--- src/rtl/mem_dump_unit.sv ---
// mem_dump_unit: reads a contiguous range of 32-bit words from a synchronous-read data memory.
// It serializes each word little-endian (bits 7:0 first) onto a byte stream with a
// valid/ready handshake.
//
// Optional feature macro: DUMP_CHECKSUM_EN. When it is defined, an 8-bit running sum of the
// streamed bytes is sent as one trailing byte after the data.
//
// Ports:
//   clk_i         system clock, rising edge
//   rst_i         asynchronous active-high reset
//   start_i       single-cycle dump request, honoured only in idle
//   base_addr_i   first word address, captured on accepted start
//   word_count_i  number of words (0..2^ADDR_W), captured on accepted start
//   mem_addr_o    word address to the memory read port
//   mem_rd_o      memory read strobe; data returns one cycle later
//   mem_rdata_i   memory read data
//   tx_data_o     output byte
//   tx_valid_o    tx_data_o valid
//   tx_ready_i    sink accepts byte when tx_valid_o && tx_ready_i
//   busy_o        dump in progress
//   done_o        one-cycle completion pulse
module mem_dump_unit #(
  parameter int unsigned ADDR_W = 8
) (
  input  logic              clk_i,
  input  logic              rst_i,
  input  logic              start_i,
  input  logic [ADDR_W-1:0] base_addr_i,
  input  logic [ADDR_W:0]   word_count_i,
  output logic [ADDR_W-1:0] mem_addr_o,
  output logic              mem_rd_o,
  input  logic [31:0]       mem_rdata_i,
  output logic [7:0]        tx_data_o,
  output logic              tx_valid_o,
  input  logic              tx_ready_i,
  output logic              busy_o,
  output logic              done_o
);

  localparam logic [2:0] StIdle = 3'd0;
  localparam logic [2:0] StRead = 3'd1;
  localparam logic [2:0] StWait = 3'd2;
  localparam logic [2:0] StSend = 3'd3;
  localparam logic [2:0] StDone = 3'd4;
`ifdef DUMP_CHECKSUM_EN
  localparam logic [2:0] StCsum = 3'd5;
`endif

  logic [2:0]        state_q, state_d;
  logic [ADDR_W-1:0] addr_q, addr_d;
  logic [ADDR_W:0]   remain_q, remain_d;
  logic [31:0]       shift_q, shift_d;
  logic [1:0]        idx_q, idx_d;
  logic [7:0]        cur_byte;
`ifdef DUMP_CHECKSUM_EN
  logic [7:0]        sum_q, sum_d;
`endif

  always_comb begin
    cur_byte = 8'h00;
    unique case (idx_q)
      2'd0: cur_byte = shift_q[7:0];
      2'd1: cur_byte = shift_q[15:8];
      2'd2: cur_byte = shift_q[23:16];
      2'd3: cur_byte = shift_q[31:24];
      default: cur_byte = 8'h00;
    endcase
  end

  always_comb begin
    state_d  = state_q;
    addr_d   = addr_q;
    remain_d = remain_q;
    shift_d  = shift_q;
    idx_d    = idx_q;
`ifdef DUMP_CHECKSUM_EN
    sum_d    = sum_q;
`endif
    case (state_q)
      StIdle: begin
        if (start_i) begin
          addr_d   = base_addr_i;
          remain_d = word_count_i;
`ifdef DUMP_CHECKSUM_EN
          sum_d    = 8'h00;
`endif
          // An empty request skips straight to the completion pulse.
          state_d  = (word_count_i == '0) ? StDone : StRead;
        end
      end
      StRead: state_d = StWait;
      StWait: begin
        shift_d = mem_rdata_i;
        idx_d   = 2'd0;
        state_d = StSend;
      end
      StSend: begin
        if (tx_ready_i) begin
          idx_d = idx_q + 2'd1;
`ifdef DUMP_CHECKSUM_EN
          sum_d = sum_q + cur_byte;
`endif
          if (idx_q == 2'd3) begin
            addr_d   = addr_q + ADDR_W'(1);
            remain_d = remain_q - (ADDR_W + 1)'(1);
            if (remain_q == (ADDR_W + 1)'(1)) begin
`ifdef DUMP_CHECKSUM_EN
              state_d = StCsum;
`else
              state_d = StDone;
`endif
            end else begin
              state_d = StRead;
            end
          end
        end
      end
`ifdef DUMP_CHECKSUM_EN
      StCsum: begin
        if (tx_ready_i) state_d = StDone;
      end
`endif
      StDone:  state_d = StIdle;
      default: state_d = StIdle;
    endcase
  end

  always_ff @(posedge clk_i or posedge rst_i) begin
    if (rst_i) begin
      state_q  <= StIdle;
      addr_q   <= '0;
      remain_q <= '0;
      shift_q  <= '0;
      idx_q    <= '0;
`ifdef DUMP_CHECKSUM_EN
      sum_q    <= '0;
`endif
    end else begin
      state_q  <= state_d;
      addr_q   <= addr_d;
      remain_q <= remain_d;
      shift_q  <= shift_d;
      idx_q    <= idx_d;
`ifdef DUMP_CHECKSUM_EN
      sum_q    <= sum_d;
`endif
    end
  end

  always_comb begin
    mem_addr_o = addr_q;
    mem_rd_o   = (state_q == StRead);
    done_o     = (state_q == StDone);
    tx_valid_o = (state_q == StSend);
    tx_data_o  = (state_q == StSend) ? cur_byte : 8'h00;
    busy_o     = (state_q == StRead) || (state_q == StWait) || (state_q == StSend);
`ifdef DUMP_CHECKSUM_EN
    if (state_q == StCsum) begin
      tx_valid_o = 1'b1;
      tx_data_o  = sum_q;
      busy_o     = 1'b1;
    end
`endif
  end

endmodule
--- config.mk ---
export PLATFORM = sky130hd
export DESIGN_NAME = mem_dump_unit
export DESIGN_NICKNAME = d
export VERILOG_FILES = /design/src/rtl/mem_dump_unit.sv
export SDC_FILE = /design/constraint.sdc
export NUM_CORES = 1
export LEC_CHECK = 0
export ABC_AREA = 1
export BUFFER_PORTS_ARGS = -buffer_cell sky130_fd_sc_hd__buf_2
export CAP_MARGIN = 20
export CORE_UTILIZATION = 45
export DETAILED_ROUTE_END_ITERATION = 6
export PLACE_DENSITY = 0.69
export SLEW_MARGIN = 20
export SYNTH_ARGS = -nofsm -noshare
export SYNTH_HDL_FRONTEND = slang
export SYNTH_SLANG_ARGS = --single-unit
--- constraint.sdc ---
create_clock -name clk_i -period 2.47 [get_ports clk_i]
set_input_delay 0 -clock clk_i [delete_from_list [all_inputs] [get_ports clk_i]]
set_output_delay 0 -clock clk_i [all_outputs]
set_load 0.1 [all_outputs]
==> flow_summary.yaml <==
sta:
  hold_violations: 0
  setup_tns_ps: 0
  tightest_slew_ps: 704
  rsz0062_at_grt: "false"
  setup_violations: 0
  relSlewSlack_pct: 53.0
  max_freq_mhz: 470
  period_minus_slack_ps: 2130
  drv_slew: 0
  finalCritPeriodShare_pct: 86.2
  finalClockSkew_ps: 9.19
floorplanning:
  initial_core_util_pct: 46.6
  die_area_um2: 6950
  die_x_um: 83.3
  core_um2: 6390
  dieHeight_um: 83.3
  ios: 73
  rows: 29
final_layout:
  stdcell_area_um2: 3930
  final_cell_mix: "205 x nand2_1, 72 x buf_2, 54 x dfrtp_1, 37 x dlygate4sd3_1, 29 x nor2_1"
  ff_latch_area_um2: 1350
  insertedDiodeCount: 0
  multi_input_area_um2: 1490
  areaGrowthSynthToFinish_pct: 31.9
  final_common_cell: "nand2_1"
  drive_gt1_share_pct: 21.0
  nNetsFinal: 584
  n_fill_cell: 600
power_and_ir_drop:
  swShare_pct: 56.8
  leakagePower_nw: 2.10
  cellPowerDensity_nw_per_um2: 1440
  p_sw_mw: 3.21
  vdd_drop_max_mv: 1.30
  pwr-share-comb_pct: 60.4
  intPower_mw: 2.44
  seqPwrFrac_pct: 29.1
  p_clk_share_pct: 10.6
routing:
  drtIter0Drc: 129
  drtAntennaViolNets: 0
  vias_per_cell: 4.91
  vias: 2958
  wl_um: 7360
  wire_per_inst_um: 12.2
  drt-pass1-iter-count: 5
  drc: 0
clocking:
  numCtsBuffers: 5
  cts_sinks: 54
  cts_hold_buf: 37
  post_cts_buffers: 0
  clock_latency_ps: 310
  cts_resized: 0
  cts_tree: "built"
  root_buffer: "clkbuf_8"
  clk_path_buf_depth: 2
  cts.clk_slew.worst_paths_ps: 100
  h-tree-depth: 2
critical_path:
  cpPeakStageDelay_ps: 450
  cp_num_buf_inv: 3
  arrival_ps: 2130
  path_delay_family: "buffers and inverters"
  endpoint_kind: "output pin"
  cp_common_cell: "inv_1"
  startpoint_type: "flop"
  required_ps: 2470
  r2r-start: "state_q[2]"
  cp_slowest_cell: "buf_2"
  ff2ff_path_depth: 9
  critical_path_class: "flop to output pin"
  r2r_slack_ps: 680
  critPathMaxFanout: 9
  worstPathCellList: "inv_1, ha_1, inv_1, o21ai_0, a31oi_2, buf_2"
  critical_path_depth: 6
  crit_start: "idx_q[0]"
synthesis:
  synth_nets: 479
  syn_inst: 419
  ys_seq_elements: 54
  netlist_area_um2: 2980
  ys_types: 31
  synth-warning-count: 0
  yosysSeqAreaShare_pct: 45.4
  synth.avg_cell_area_um2: 7.11
place:
  port_buffers: 72
  dp_hpwl_um: 4980
  gp_congestion: 0.836
  postPlaceCellArea_um2: 3450
global_route:
  antenna_found_initial: 0
  grt_pass1_wl_um: 12800
  grt_pass1_vias: 2922
  grt_max_degree: 35
  grt_overflow: 0
  grt_usage_pct: 22.6
run_status:
  status: "finished clean"
run:
  cap_viol_max_count: 0
hold_path:
  hold_path_class: "input pin to flop"
  hold_path_depth: 5
  hold_start: "word_count_i[3]"
-- state kept, by name (all words and copies together) (netlist names) --
signal,count
idx_q,2
mem_addr_o,8
remain_q,9
shift_q,32
state_q,3
-- worst paths after layout --
check	to
max	tx_data_o[5]
min	remain_q[3]
max reg2reg	mem_addr_o[0]
min reg2reg	shift_q[6]
max in group asynchronous	shift_q[16]
min in group asynchronous	mem_addr_o[6]
-- cell type report --
| class | instances | area share (%) |
|---|---|---|
| multi-input combinational | 319 | 37.9 |
| tap | 77 | 2.45 |
| clock inverter | 3 | 1.02 |
| timing repair buffer | 114 | 19.6 |
| inverter | 30 | 2.93 |
| clock buffer | 5 | 1.75 |
| sequential | 54 | 34.4 |
-- per-stage QoR --
step                      utilization (%)  hold WS (ps)  power [mW]  setup slack (ps)  cells
final                                61.5          8.37        5.65               341    602
after global routing                 61.5          37.1        6.10               178    602
after floorplan                         -           117        4.41              45.9    419
after global placement               54.0           167        4.97               723    557
after CTS                            61.5          2.60        5.67               333    602
after detailed placement             54.0           166        5.02               688    557
-- cell families after synthesis --
| logic type | after synthesis | synth area share (%) |
|---|---|---|
| xor gates and xnor gates | 3 | 0.883 |
| adders and majority gates | 7 | 2.94 |
| and+or+nand+nor | 266 | 36.1 |
| AOI/OAI and AO/OA | 43 | 8.11 |
| DFF | 54 | 45.4 |
| buffers and inverters | 46 | 6.64 |
-- synthesized netlist by cell type --
cell	n	area [um^2]
xnor2_1	1	8.76
buf_1	2	7.51
buf_6	1	11.3
a21oi_1	8	40.0
nor2_2	1	6.26
nand2_1	205	769
nand2_2	2	12.5
inv_2	4	15.0
o31ai_1	1	7.51
nand4_1	3	18.8
nand3_4	1	17.5
nand3b_1	3	22.5
o21ai_2	3	26.3
o21ai_0	21	105
a31oi_1	8	50.1
inv_1	25	93.8
dfrtp_1	54	1350
nor2_4	1	11.3
o21ai_1	1	5.00
xor2_1	2	17.5
nor2_1	29	109
nor3_1	4	20.0
ha_1	7	87.6
inv_4	1	6.26
buf_4	2	15.0
o21bai_1	1	7.51
or2_2	1	6.26
buf_2	5	25.0
nand3_1	16	80.1
clkbuf_1	5	18.8
clkbuf_2	1	5.00
-- worst reg2reg max path: stages (launching register included) --
cell	delay, ps
dfrtp_1	430
inv_2	110
nand2_2	90
nor2_4	250
buf_4	320
inv_2	190
nand2_1	90
o21ai_0	70
nand2_1	70
o21ai_0	70
-- metal layers --
layer	track usage (%)	up-vias	wire length [um]	share of wire, %
li1	-	1515	-	-
met5	0	-	0	0
met4	7.37	0	109	1.5
met3	3.78	12	330	4.5
met2	40.5	76	3670	50
met1	27.6	1355	3250	44
-- power by group through the flow --
stage	clock, mW	sequential [mW]	combinational (mW)
floorplan	0	1.99	2.42
global placement	0	1.64	3.32
detailed placement	0	1.64	3.38
CTS	0.609	1.64	3.42
global route	0.637	1.69	3.77
finish	0.596	1.64	3.41
Power figures use the tool's default switching activity.
